## src/rtl/mul_pkg.sv

```systemverilog
// Shared definitions for the iterative multiplier and its initiators (e.g. sqr).
// Holds the FSM state encoding and the default operand width.
package mul_pkg;

  localparam int MUL_WIDTH_DEFAULT = 8;

  typedef enum logic {
    IDLE = 1'b0,
    WORK = 1'b1
  } state_e;

endpackage : mul_pkg

```

## src/rtl/mul.sv

```systemverilog
// Iterative shift-add unsigned multiplier: one partial product per clock, WIDTH steps per
// operation, with the 2*WIDTH-bit product held stable until the next completed operation.
module mul
  import mul_pkg::*;
#(
  parameter int WIDTH = MUL_WIDTH_DEFAULT
) (
  input  logic                 clk_i,
  input  logic                 rst_i,
  input  logic [WIDTH-1:0]     a_bi,
  input  logic [WIDTH-1:0]     b_bi,
  input  logic                 start_i,
  output logic                 busy_o,
  output logic [2*WIDTH-1:0]   y_bo
);

  localparam int CW = (WIDTH > 1) ? $clog2(WIDTH) : 1;
  localparam logic [CW-1:0] LAST_STEP = CW'(WIDTH - 1);

  state_e               state_q, state_d;
  logic [WIDTH-1:0]     a_q, a_d;
  logic [WIDTH-1:0]     b_q, b_d;
  logic [2*WIDTH-1:0]   acc_q, acc_d;
  logic [2*WIDTH-1:0]   y_q, y_d;
  logic [CW-1:0]        ctr_q, ctr_d;

  logic [2*WIDTH-1:0]   partial;
  logic [2*WIDTH-1:0]   sum;

  // Conditional adder: the maximum result (2^W-1)^2 fits in 2*WIDTH bits, so no carry-out.
  assign partial = b_q[ctr_q] ? ({{WIDTH{1'b0}}, a_q} << ctr_q) : '0;
  assign sum     = acc_q + partial;

  // NOTE: every next-state signal gets its hold value first, so no path through this block
  // leaves a variable unassigned and no latch is inferred.
  always_comb begin
    state_d = state_q;
    a_d     = a_q;
    b_d     = b_q;
    acc_d   = acc_q;
    y_d     = y_q;
    ctr_d   = ctr_q;

    unique case (state_q)
      IDLE: begin
        if (start_i) begin
          a_d     = a_bi;
          b_d     = b_bi;
          acc_d   = '0;
          ctr_d   = '0;
          state_d = WORK;
        end
      end
      WORK: begin
        acc_d = sum;
        if (ctr_q == LAST_STEP) begin
          y_d     = sum;
          state_d = IDLE;
        end else begin
          ctr_d = ctr_q + 1'b1;
        end
      end
      default: state_d = IDLE;
    endcase
  end

  // NOTE: sequential state uses non-blocking assignments so all registers update together
  // from values sampled at the same edge.
  always_ff @(posedge clk_i or negedge rst_i) begin
    if (!rst_i) begin
      state_q <= IDLE;
      a_q     <= '0;
      b_q     <= '0;
      acc_q   <= '0;
      y_q     <= '0;
      ctr_q   <= '0;
    end else begin
      state_q <= state_d;
      a_q     <= a_d;
      b_q     <= b_d;
      acc_q   <= acc_d;
      y_q     <= y_d;
      ctr_q   <= ctr_d;
    end
  end

  assign busy_o = (state_q != IDLE);
  assign y_bo   = y_q;

endmodule : mul

```

## config.mk

```make
export PLATFORM = sky130hd
export DESIGN_NAME = mul
export DESIGN_NICKNAME = d
export VERILOG_FILES = /design/src/rtl/mul_pkg.sv /design/src/rtl/mul.sv
export SDC_FILE = /design/constraint.sdc
export NUM_CORES = 1
export LEC_CHECK = 0
export ABC_AREA = 1
export CAP_MARGIN = 25
export CELL_PAD_IN_SITES_DETAIL_PLACEMENT = 1
export CELL_PAD_IN_SITES_GLOBAL_PLACEMENT = 1
export CORE_MARGIN = 3
export CORE_UTILIZATION = 25
export CTS_BUF_LIST = sky130_fd_sc_hd__clkbuf_8
export DETAILED_ROUTE_END_ITERATION = 8
export DONT_BUFFER_PORTS = 1
export PLACE_DENSITY = 0.6
export SLEW_MARGIN = 20
export SYNTH_ARGS = -nofsm -noshare
export SYNTH_HDL_FRONTEND = slang
export SYNTH_SLANG_ARGS = --single-unit
```

## constraint.sdc

```tcl
create_clock -name clk_i -period 2.86 [get_ports clk_i]
set_input_delay 0.143 -clock clk_i [delete_from_list [all_inputs] [get_ports clk_i]]
set_output_delay 0.143 -clock clk_i [all_outputs]
set_load 0.05 [all_outputs]
```

# Yosys cells after proc, flatten, opt, wreduce, memory -nomap -nowiden
# Cells that the tools add are included.
[word_totals]
word_cells = 28
output_inout_bits = 17
ff_bits = 52
inputBits = 19
[classes]
reduce_logical = 3
n_mux = 11
shift = 1
eq_ne = 3
n_bitwise = 1
magnitude_cmp = 1
n_addsub = 2
[op_table]
columns = ["op", "n"]
rows = [
  ["16-bit 2-to-1 mux", 2],
  ["16-bit case mux with 2 select lines", 1],
  ["16-bit adder", 1],
  ["8-bit by 3-bit << shifter with 16-bit output", 1],
  ["3-bit 2-to-1 mux", 2],
  ["3-bit case mux with 2 select lines", 1],
  ["2-bit AND reduction", 3],
  ["3-bit by 4-bit less-than comparator with 1-bit output, second input constant", 1],
  ["2-bit inequality test, second input constant", 2],
  ["3-bit by 1-bit adder with 3-bit output, second input constant", 1],
  ["1-bit binary-select mux with 3-bit select", 1],
  ["3-bit equality test, second input constant", 1],
  ["1-bit 2-to-1 mux", 3],
  ["1-bit case mux with 2 select lines", 1],
  ["1-bit NOT", 1],
]

# Longest topological paths before layout
# Gate-level depths: netlist of the first run.
[logic_depth]
ltp_word = 5
depth_mapped = 19
ltp_nobuf = 18

# Worst setup path after synthesis of the first run
# Ideal clock, no wire load.
[synth_timing]
path_type = "reg-to-reg"
from = "register ctr_q[0]"
to = "register acc_q[8]"
arrival_ps = 2133
path_stages_with_launch = 16
path_buffers = 1
setup_time_ps = 117
period_less_slack_ps = 2250
setup_slack_ps = 610
required_ps = 2743
cell_sequence = "dfrtp_1 -> buf_6 -> o21ai_2 -> o22ai_1 -> nand2_2 -> nor3_1 -> ha_1 -> fa_1 -> nand2_1 -> nand2_1 -> and2_1 -> nand2_1 -> nand2_1 -> xor2_1 -> nand2_1 -> nand2_1"
[synth_between]
elab_chain_len = 5
word_cells_on_any_way = 6
classes_between = "1 x add/sub; 1 x shift; 4 x mux"
[synth_rtl]
columns = ["item", "line", "rtl"]
rows = [
  ["start, declared", "mul.sv:25", "logic [CW-1:0] ctr_q, ctr_d;"],
  ["start signal, assigned", "mul.sv:83", "ctr_q <= ctr_d;"],
  ["1-bit binary-select mux with 3-bit select", "mul.sv:31", "assign partial = b_q[ctr_q] ? ({{WIDTH{1'b0}}, a_q} << ctr_q) : '0;"],
  ["1-bit 2-to-1 mux (implied by the code)", "mul.sv:31", ""],
  ["16-bit 2-to-1 mux (*)", "mul.sv:31", ""],
  ["16-bit adder (*)", "mul.sv:32", "assign sum = acc_q + partial;"],
  ["16-bit case mux with 2 select lines (*)", "mul.sv:44", "unique case (state_q)"],
  ["end signal, assigned", "mul.sv:74", "acc_q <= '0;"],
  ["end signal, assigned", "mul.sv:81", "acc_q <= acc_d;"],
  ["end, declared", "mul.sv:23", "logic [2*WIDTH-1:0] acc_q, acc_d;"],
]
# Every way passes the cells marked *; elsewhere a longest branch is shown, timed or not. The select of a mux whose other input is x is not followed.
# A chain may end at the register's enable or synchronous reset.

# Worst setup path after layout of the first run
[layout_timing]
from = "register ctr_q[0]"
to = "register y_q[7] (netlist: y_bo[7])"
[layout_between]
elab_chain_len = 4
word_cells_on_any_way = 7
classes_between = "1 x add/sub; 1 x eq/ne; 1 x shift; 3 x mux; 1 x reduce/logical"
[layout_rtl]
columns = ["item", "line", "rtl"]
rows = [
  ["1-bit binary-select mux with 3-bit select", "mul.sv:31", ""],
  ["1-bit 2-to-1 mux (implied by the code)", "mul.sv:31", ""],
  ["16-bit 2-to-1 mux", "mul.sv:31", ""],
  ["16-bit adder", "mul.sv:32", ""],
  ["end signal, assigned", "mul.sv:82", "y_q <= y_d;"],
  ["end, declared", "mul.sv:24", "logic [2*WIDTH-1:0] y_q, y_d;"],
]
# Several ways; a longest one is shown, not always the timed one. The select of a mux whose other input is x is not followed.

==> metrics.cfg, run 1 <==
[status]
status=complete, no violations

[synth]
ys_ff_latch=52
synth-seq-area-share_pct=39.56
synth_top_area_share_pct=39.56
synth.largest_area_cell=dfrtp_1
netlist_area_um2=3289
ys.warnings.count=0
syn_inst=446
synth_cell_types=30
synth_area_per_cell_um2=7.375
synth_top_cells_by_area=dfrtp_1 40%, nand2_1 18%, ha_1 6.5%
synth.net_count=483

[worst_hold_path]
holdPathEnd=acc_q[10]
holdPathStages=3
min_from=start_i
min_path_type=input pin to register

[clocking]
cts_tree=yes
clk_pin_slew_ps=110
cts_made_buffers=5
clk_latency_ps=330
cts_buffer_depth=2
htreeDepth=2
cts_sinks=52
cts_root_buffer=clkbuf_8

[sta]
drv_slew=0
relSlewSlack_pct=61.33
timing.hold.ws_ps=60.43
worst_slew_pin_slew_ps=580.0
clock_skew_ps=10.24
period_share_pct=90.35
rsz0062_at_grt=yes
hold_viol_final=0
layout_min_cycle_time_ps=2584
finalSetupViolCount=0
fmax_mhz=387.0

[pwr]
total_power_w=0.005080
p_per_area_nw_per_um2=1329
ir_worst_vdd_mv=0.4642
leakage_nw=1.989

[worst_setup_path]
r2r_cells=15
cp_data_arrival_time_ps=2800
crit_required_ps=3080
rr_endpoint=y_bo[7]
crit_fanout=7
end_kind=register
rr_startpoint=ctr_q[0]
path_class=register to register
critPathLaunchType=register
reg2reg_slack_ps=280

[run]
maxCapViolations=0

[floorplanning]
dieArea_um2=14570
coreArea_um2=12720
fp-row-count=41
die_y_um=120.7
die_w_um=120.7
initial_utilization_pct=25.86
ios=36

[finish]
nets=504
syn_to_final_growth_pct=16.20
drive_above_1_share_pct=11.75
final_cell_mix=159 x nand2_1, 51 x dfrtp_1, 49 x inv_1
antennaDiodeCount=0
mostFrequentLayoutCell=nand2_1
final_util_pct=30.05

[drt]
route.detailed.vias_per_inst=4.505
drcViolationCount=0
dr.first_iter.drc_count=77
wire_per_inst_um=14.38
ant_nets=0
drt_pass1_iterations=4
route.final.wire_length_mm=9.200
vias=2883

[global_routing]
grt_max_degree=53
antenna_found_initial=0
grt_pass1_wl_mm=15.18
grt_usage_pct=13.28
grt_overflow_total=0
grt_pass1_vias=3009

[place]
io_buffers=0
place.gp.congestion=0.8098
dpl.hpwl_mm=7.061

-- how the worst max path moves through the flow --
stage	startpoint	end	cells past startpoint
2_1_floorplan	ctr_q[0]	acc_q[8]	15
3_3_place_gp	ctr_q[0]	y_bo[7]	15
3_5_place_dp	ctr_q[0]	acc_q[15]	16
4_1_cts	ctr_q[0]	acc_q[15]	16
5_1_grt	ctr_q[0]	y_bo[13]	17
6_report	ctr_q[0]	y_bo[7]	15
-- logic make-up (layout without fill, tap and decap cells) --
family | count (synthesis) | in the layout | share of synthesized area [%]
AO/OA/AOI/OAI | 44 | 44 | 7.455
adder cells (fa/ha/maj) | 18 | 18 | 7.075
flip-flops | 52 | 52 | 39.56
XOR/XNOR | 4 | 4 | 1.065
buffers and inverters | 64 | 86 | 8.216
multiplexers | 14 | 14 | 4.793
AND/OR/NAND/NOR | 250 | 250 | 31.84
-- worst max-delay path, cell delays in order, from the launching register on --
cell and delay, ps:
dfrtp_2 470, buf_4 180, o21ai_1 130, o22ai_1 110
nand2_2 150, nand2_4 90, o21ai_1 90, inv_1 70
ha_1 330, nand2_1 110, inv_1 80, a21oi_2 160
nand2_2 100, or2_1 230, nand3_1 100, nand2_1 60
-- metal layers --
metal	wire length, um	part of all wire, %	global-route usage (%)
met1	4114	45	16.44
met2	4616	50	23.26
met5	0	0	0
met4	188	2.0	4.178
met3	280	3.0	2.526
-- cells in the mapped netlist --
| cell | number |
|---|---|
| buf_1 | 1 |
| nand3b_1 | 4 |
| fa_1 | 1 |
| o21ai_0 | 18 |
| inv_2 | 2 |
| nor2_2 | 2 |
| and2_1 | 1 |
| clkinv_1 | 1 |
| ha_1 | 17 |
| buf_2 | 6 |
| or2_1 | 5 |
| or2_2 | 2 |
| nor3_1 | 7 |
| o21ai_2 | 6 |
| dfrtp_1 | 52 |
| nand2_4 | 2 |
| nand2_2 | 2 |
| xnor2_1 | 2 |
| nand4_1 | 1 |
| nand3_1 | 30 |
| a21oi_1 | 8 |
| buf_6 | 3 |
| o22ai_1 | 2 |
| nand2_1 | 160 |
| nor2_1 | 34 |
| mux2_2 | 14 |
| xor2_1 | 2 |
| o21ai_1 | 10 |
| clkbuf_1 | 2 |
| inv_1 | 49 |
-- through the flow --
| step | cells | setup slack, ps | TNS [ps] | area, um2 |
|---|---|---|---|---|
| finish | 640 | 276.0 | 0 | 3822 |
| global route | 640 | -22.05 | -22.49 | 3822 |
| global placement | 613 | 243.1 | 0 | 3482 |
| detailed placement | 613 | 159.7 | 0 | 3482 |
| floorplan | 446 | 610.3 | 0 | 3289 |
| CTS | 639 | 121.6 | 0 | 3770 |
-- sequential cells by signal, indices dropped and copies added, names as in the netlist --
name    count
acc_q      16
y_bo       16
a_q         8
b_q         8
ctr_q       3
busy_o      1
-- layout make-up --
class	instances	area, um2
fillers	1603	8900
multi-input cells	330	1759
flip-flops and latches	52	1303
repair buffers	26	257.7
well taps	172	215.2
inverters	52	197.7
clock buffers	5	68.82
clock inverters	3	21.27
-- report_power, final --
group	leakage, nW	switching, W	internal (W)
Clock	0.0445	0.000286	0.000175
Combinational	1.31	0.00181	0.00110
Sequential	0.637	0.000618	0.00109
Total	1.99	0.00271	0.00237
-- timing repair --
item,CTS,global route
endpoints found under the setup margin,0,16
resized for setup,0,10
hold buffers,18,0
endpoints found under the hold margin,68,0
buffers inserted,0,1
Power figures use the tool's default switching activity.
==> inputs of run 2 (changes only) <==
- CTS_BUF_LIST: sky130_fd_sc_hd__clkbuf_8 -> sky130_fd_sc_hd__clkbuf_8 sky130_fd_sc_hd__clkbuf_16
==> run 2 against run 1 <==
  * Worst hold slack lost 56 ps
  * Power grew 5.2%
  * Combinational power grew 3%
  * Non-clock buffer count shrank 2
  * Sequential cell count is the same
  * Clock skew shrank 5.1 ps
  * Die area is the same
  * Setup slack lost 11 ps
  * Clock power grew 36%
  * First-iteration DRC count shrank 12%
  * Largest cell class unchanged
  * Sequential share of layout area shrank 0.66 points
  * Largest power group unchanged
==> metrics.cfg, run 2 (synthesis gave the netlist of run 1 again) <==
[finish]
final_util_pct=30.64  ; +0.59 points
fill_cells=1603  ; unchanged
final_cell_mix=159 x nand2_1, 51 x dfrtp_1, 48 x inv_1
fin_area_um2=3897  ; +2.0%
syn_to_final_growth_pct=18.49
stdcell_count=638  ; -0.31%
antennaDiodeCount=0  ; unchanged
drive_above_1_share_pct=12.45  ; +0.69 points
mostFrequentLayoutCell=nand2_1
nets=502  ; -0.40%

[worst_hold_path]
min_path_type=input pin to register

[sta]
fmax_mhz=385.3  ; -0.44%
hold_viol_final=0  ; unchanged
period_share_pct=90.75  ; +0.40 points
drv_slew=0  ; unchanged
timing.hold.ws_ps=4.745  ; -55.69 ps
relSlewSlack_pct=61.84  ; +0.51 points
worst_slew_pin_slew_ps=572.4  ; -7.638 ps
layout_min_cycle_time_ps=2595  ; +11.39 ps
clock_skew_ps=5.150  ; -5.088 ps
finalSetupViolCount=0  ; unchanged

[worst_setup_path]
crit_required_ps=3050  ; -30 ps
end_kind=register
slowest_delay_ps=470  ; about the same
path_class=register to register
critPathLaunchType=register
cp_data_arrival_time_ps=2790  ; about the same
crit_fanout=7  ; unchanged
cp_slowest_cell=dfrtp_2
path_cells=buf_4, o21ai_1, o22ai_2, nand2_2, nand2_4, o21ai_1, inv_1, ha_1, nand2_1, nand3b_1, nand2_1, nand2_1, nand2_1, nand2_1, nand3_1, nand2_1
cpMostUsedCell=nand2_1

[pwr]
power_frac_seq_pct=32.3  ; -1.4 points
total_power_w=0.005344  ; +5.2%
leakage_nw=2.004  ; +0.77%
pwr-share-comb_pct=55.9  ; -1.3 points
p_per_area_nw_per_um2=1371  ; +3.2%
ir_worst_vdd_mv=0.4273  ; -7.9%
switchingPower_w=0.002757  ; +1.6%
clkPwrFrac_pct=11.8  ; +2.7 points
internal-power_w=0.002587  ; +9.3%
p_sw_share_pct=51.59  ; -1.8 points

[place]
placedCellCount=613  ; unchanged
place.gp.congestion=0.8098  ; unchanged
io_buffers=0  ; unchanged
placed_cell_area_um2=3482  ; unchanged
dpl.hpwl_mm=7.061  ; unchanged

[floorplanning]
die_w_um=120.7  ; unchanged
initial_utilization_pct=25.86  ; unchanged
coreArea_um2=12720  ; unchanged
ios=36  ; unchanged
die_y_um=120.7  ; unchanged
fp-row-count=41  ; unchanged
dieArea_um2=14570  ; unchanged

[drt]
vias=2852  ; -1.1%
wire_per_inst_um=14.33  ; -0.31%
ant_nets=0  ; unchanged
dr.first_iter.drc_count=68  ; -12%
route.final.wire_length_mm=9.143  ; -0.62%
drt_pass1_iterations=4  ; unchanged
drcViolationCount=0  ; unchanged
route.detailed.vias_per_inst=4.470  ; -0.77%

[clocking]
cts_root_buffer=clkbuf_16
cts_buffer_depth=2  ; unchanged
cts_made_buffers=5  ; unchanged
cts_tree=yes
clk_latency_ps=300  ; -30 ps
clk_pin_slew_ps=70  ; -40 ps
htreeDepth=2  ; unchanged
cts_sinks=52  ; unchanged

[global_routing]
grt_usage_pct=13.20  ; -0.079 points
grt_pass1_wl_mm=15.10  ; -0.50%
grt_pass1_vias=2992  ; -0.56%
antenna_found_initial=0  ; unchanged
grt_max_degree=53  ; unchanged
grt_overflow_total=0  ; unchanged

[status]
status=complete, no violations

[run]
maxCapViolations=0  ; unchanged

[run 2: per-layer routing]
metal  vias to the layer above  part of all wire [%]  GRT usage (%)
met5                         -                     0              0
met4                         0                   2.1          4.178
met3                        11                   2.6          2.432
met2                        35                    50          23.16
met1                      1361                    45          16.35
li1                       1445                     -              -
[run 2: final timing paths]
path,slack [ps],start,endpoint,cells after the start
max in group asynchronous,2250,rst_i,ctr_q[0],2
setup / recovery,260,ctr_q[0],y_bo[9],16
min in group asynchronous,360,rst_i,acc_q[4],2
hold reg to reg,500,acc_q[4],acc_q[4],2
setup reg to reg,260,ctr_q[0],y_bo[9],16
hold / removal,5,a_bi[1],a_q[1],2
[run 2: final cells by class]
class,instances,area (um2),share of cell area [%]
multi-input cells,330,1795,46.07
well taps,172,215.2,5.522
inverters,52,200.2,5.136
clock buffers,5,125.1,3.210
clock inverters,3,21.27,0.5457
flip-flops and latches,52,1303,33.42
repair buffers,24,237.7,6.100
[run 2: critical path, delay by kind of cell, from the launching register on]
kind	cells	cell delay, ps
AOI/OAI and AO/OA	3	350
adders and majority gates	1	340
DFF	1	470
buffers and inverters	2	260
and+or+nand+nor	10	1050
[run 2: per-stage QoR]
stage	worst slack [ps]	TNS, ps
after global placement	243.1	0
after CTS	104.0	0
after detailed placement	159.7	0
after floorplan	610.3	0
after global routing	-18.49	-18.49
final	264.6	0
[run 2: repair_timing]
action | 4_1_cts | 5_1_grt
endpoints found under the hold margin | 66 | 0
setup endpoints to repair | 0 | 16
hold buffers | 16 | 0
buffers inserted | 0 | 1
resized for setup | 0 | 15
[run 2: power groups by stage]
stage	logic [W]	registers (W)	clock network, W
CTS	0.00287	0.00172	0.000655
floorplan	0.00220	0.00162	0
global placement	0.00274	0.00172	0
finish	0.00299	0.00173	0.000629
global route	0.00347	0.00178	0.000692
detailed placement	0.00282	0.00173	0
==> inputs of run 3 (changes only) <==
- RECOVER_POWER: default -> 50
==> run 3 against run 2 <==
  * Cell count unchanged
  * First-iteration DRC count unchanged
  * Sequential cell count unchanged
==> metrics.cfg, run 3 (synthesis gave the netlist of run 1 again) <==
[pwr]
internal-power_w=0.002583  ; -0.14%
p_sw_share_pct=51.62  ; about the same
switchingPower_w=0.002756  ; about the same
leakage_nw=1.996  ; -0.43%
clkPwrFrac_pct=11.8  ; about the same
power_frac_seq_pct=32.4  ; about the same
pwr-share-comb_pct=55.8  ; about the same
ir_worst_vdd_mv=0.4273  ; about the same
total_power_w=0.005340  ; about the same
p_per_area_nw_per_um2=1378  ; +0.50%

[global_routing]
gr-usage-met1_pct=16.35  ; unchanged
grt_max_degree=53  ; unchanged
grt_overflow_total=0  ; unchanged
grt_pass1_wl_mm=15.10  ; unchanged
global_route.usage.met2_pct=23.16  ; unchanged
grt_pass1_vias=2992  ; unchanged
met3_usage_pct=2.432  ; unchanged
grt_usage_pct=13.20  ; unchanged
antenna_found_initial=0  ; unchanged
top_usage_layer=met2

[run]
maxCapViolations=0  ; unchanged

[worst_setup_path]
crit_fanout=7  ; unchanged
end_kind=register
path_class=register to register
r2r_cells=16  ; unchanged
critPathLaunchType=register
crit_required_ps=3050  ; about the same
reg2reg_slack_ps=260  ; about the same
cp_data_arrival_time_ps=2790  ; about the same

[finish]
syn_to_final_growth_pct=17.80
final_cell_mix=159 x nand2_1, 51 x dfrtp_1, 48 x inv_1
nets=502  ; unchanged
mostFrequentLayoutCell=nand2_1
drive_above_1_share_pct=12.45  ; unchanged
antennaDiodeCount=0  ; unchanged
stdcell_count=638  ; unchanged

[sta]
worst_slew_pin_slew_ps=1359  ; +786.1 ps
clock_skew_ps=5.561  ; +0.4104 ps
fmax_mhz=385.0  ; about the same
drv_slew=0  ; unchanged
period_share_pct=90.82  ; about the same
finalSetupViolCount=0  ; unchanged
relSlewSlack_pct=9.431  ; -52 points
hold_viol_final=0  ; unchanged
layout_min_cycle_time_ps=2598  ; +2.222 ps

[floorplanning]
coreArea_um2=12720  ; unchanged
die_y_um=120.7  ; unchanged
ios=36  ; unchanged
die_w_um=120.7  ; unchanged
dieArea_um2=14570  ; unchanged
fp-row-count=41  ; unchanged
initial_utilization_pct=25.86  ; unchanged

[drt]
route.detailed.vias_per_inst=4.473  ; about the same
dr.first_iter.drc_count=68  ; unchanged
ant_nets=0  ; unchanged
drt_pass1_iterations=4  ; unchanged
route.final.wire_length_mm=9.148  ; about the same
vias=2854  ; +0.070%
wire_per_inst_um=14.34  ; about the same
drcViolationCount=0  ; unchanged

[place]
dpl.hpwl_mm=7.061  ; unchanged
place.gp.congestion=0.8098  ; unchanged
io_buffers=0  ; unchanged
placedCellCount=613  ; unchanged

[clocking]
cts_root_buffer=clkbuf_16
cts_made_buffers=5  ; unchanged
htreeDepth=2  ; unchanged
cts_buffer_depth=2  ; unchanged
cts_sinks=52  ; unchanged
cts_tree=yes
clk_latency_ps=300  ; about the same
clk_pin_slew_ps=70  ; about the same

[worst_hold_path]
min_path_type=input pin to register
holdPathStages=2  ; unchanged

[status]
status=complete, no violations

run 3: cell types whose count changed in the layout (fill, tap and decap cells not counted), sizes merged:
cell / delta
buf: -1
clkbuf: +1
run 3: worst paths after layout:
check / endpoint / from
max: acc_q[13] / ctr_q[0]
min: a_q[1] / a_bi[1]
max reg2reg: acc_q[13] / ctr_q[0]
min reg2reg: acc_q[4] / acc_q[4]
max in group asynchronous: ctr_q[0] / rst_i
min in group asynchronous: acc_q[4] / rst_i
run 3: stage by stage:
stage	setup TNS (ps)	util, %	cell area (um2)	hold slack (ps)	setup WS, ps
2_1_floorplan	0	-	3289	-152.6	610.3
4_1_cts	0	29.92	3806	1.026	104.0
5_1_grt	-18.49	30.46	3875	7.958	-18.49
3_5_place_dp	0	27.37	3482	-150.3	159.7
6_report	0	30.46	3875	4.745	262.4
3_3_place_gp	0	27.37	3482	-150.6	243.1
run 3: power by group through the flow:
stage / clock network, W / registers (W) / logic, W
finish: 0.000629 / 0.00173 / 0.00298
global route: 0.000692 / 0.00178 / 0.00347
CTS: 0.000655 / 0.00172 / 0.00287
detailed placement: 0 / 0.00173 / 0.00282
global placement: 0 / 0.00172 / 0.00274
floorplan: 0 / 0.00162 / 0.00220
run 3: cell type report:
cell class                 instances  area, um2
sequential                        52       1303
timing repair buffer              24      215.2
clock buffer                       5      125.1
inverter                          52      200.2
tap                              172      215.2
clock inverter                     3      21.27
multi-input combinational        330       1795
fill                            1605       8847
run 3: routing by layer:
layer | part of all wire, % | wire length [um] | vias up
met1 | 45 | 4141 | 1362
li1 | - | - | 1446
met5 | 0 | 0 | -
met3 | 2.6 | 238 | 11
met2 | 50 | 4578 | 35
met4 | 2.1 | 191 | 0
run 3: worst max-delay path: stages (launching register included):
cell and delay [ps]:
dfrtp_2 470, buf_4 180, o21ai_1 160, o22ai_2 100, nand2_2 150, nand2_4 90, o21ai_1 90, inv_1 80
ha_1 340, nand2_1 100, nand3b_1 160, nand2_1 150, nand2_1 120, nand2_1 80, nand2_1 60, nand3_1 80
nand2_1 60
run 3: what timing repair did:
action / CTS / global route
setup endpoints to repair: 0 / 16
endpoints found under the hold margin: 66 / 0
gates resized for setup: 0 / 15
hold buffers: 16 / 0
buffers inserted: 0 / 1
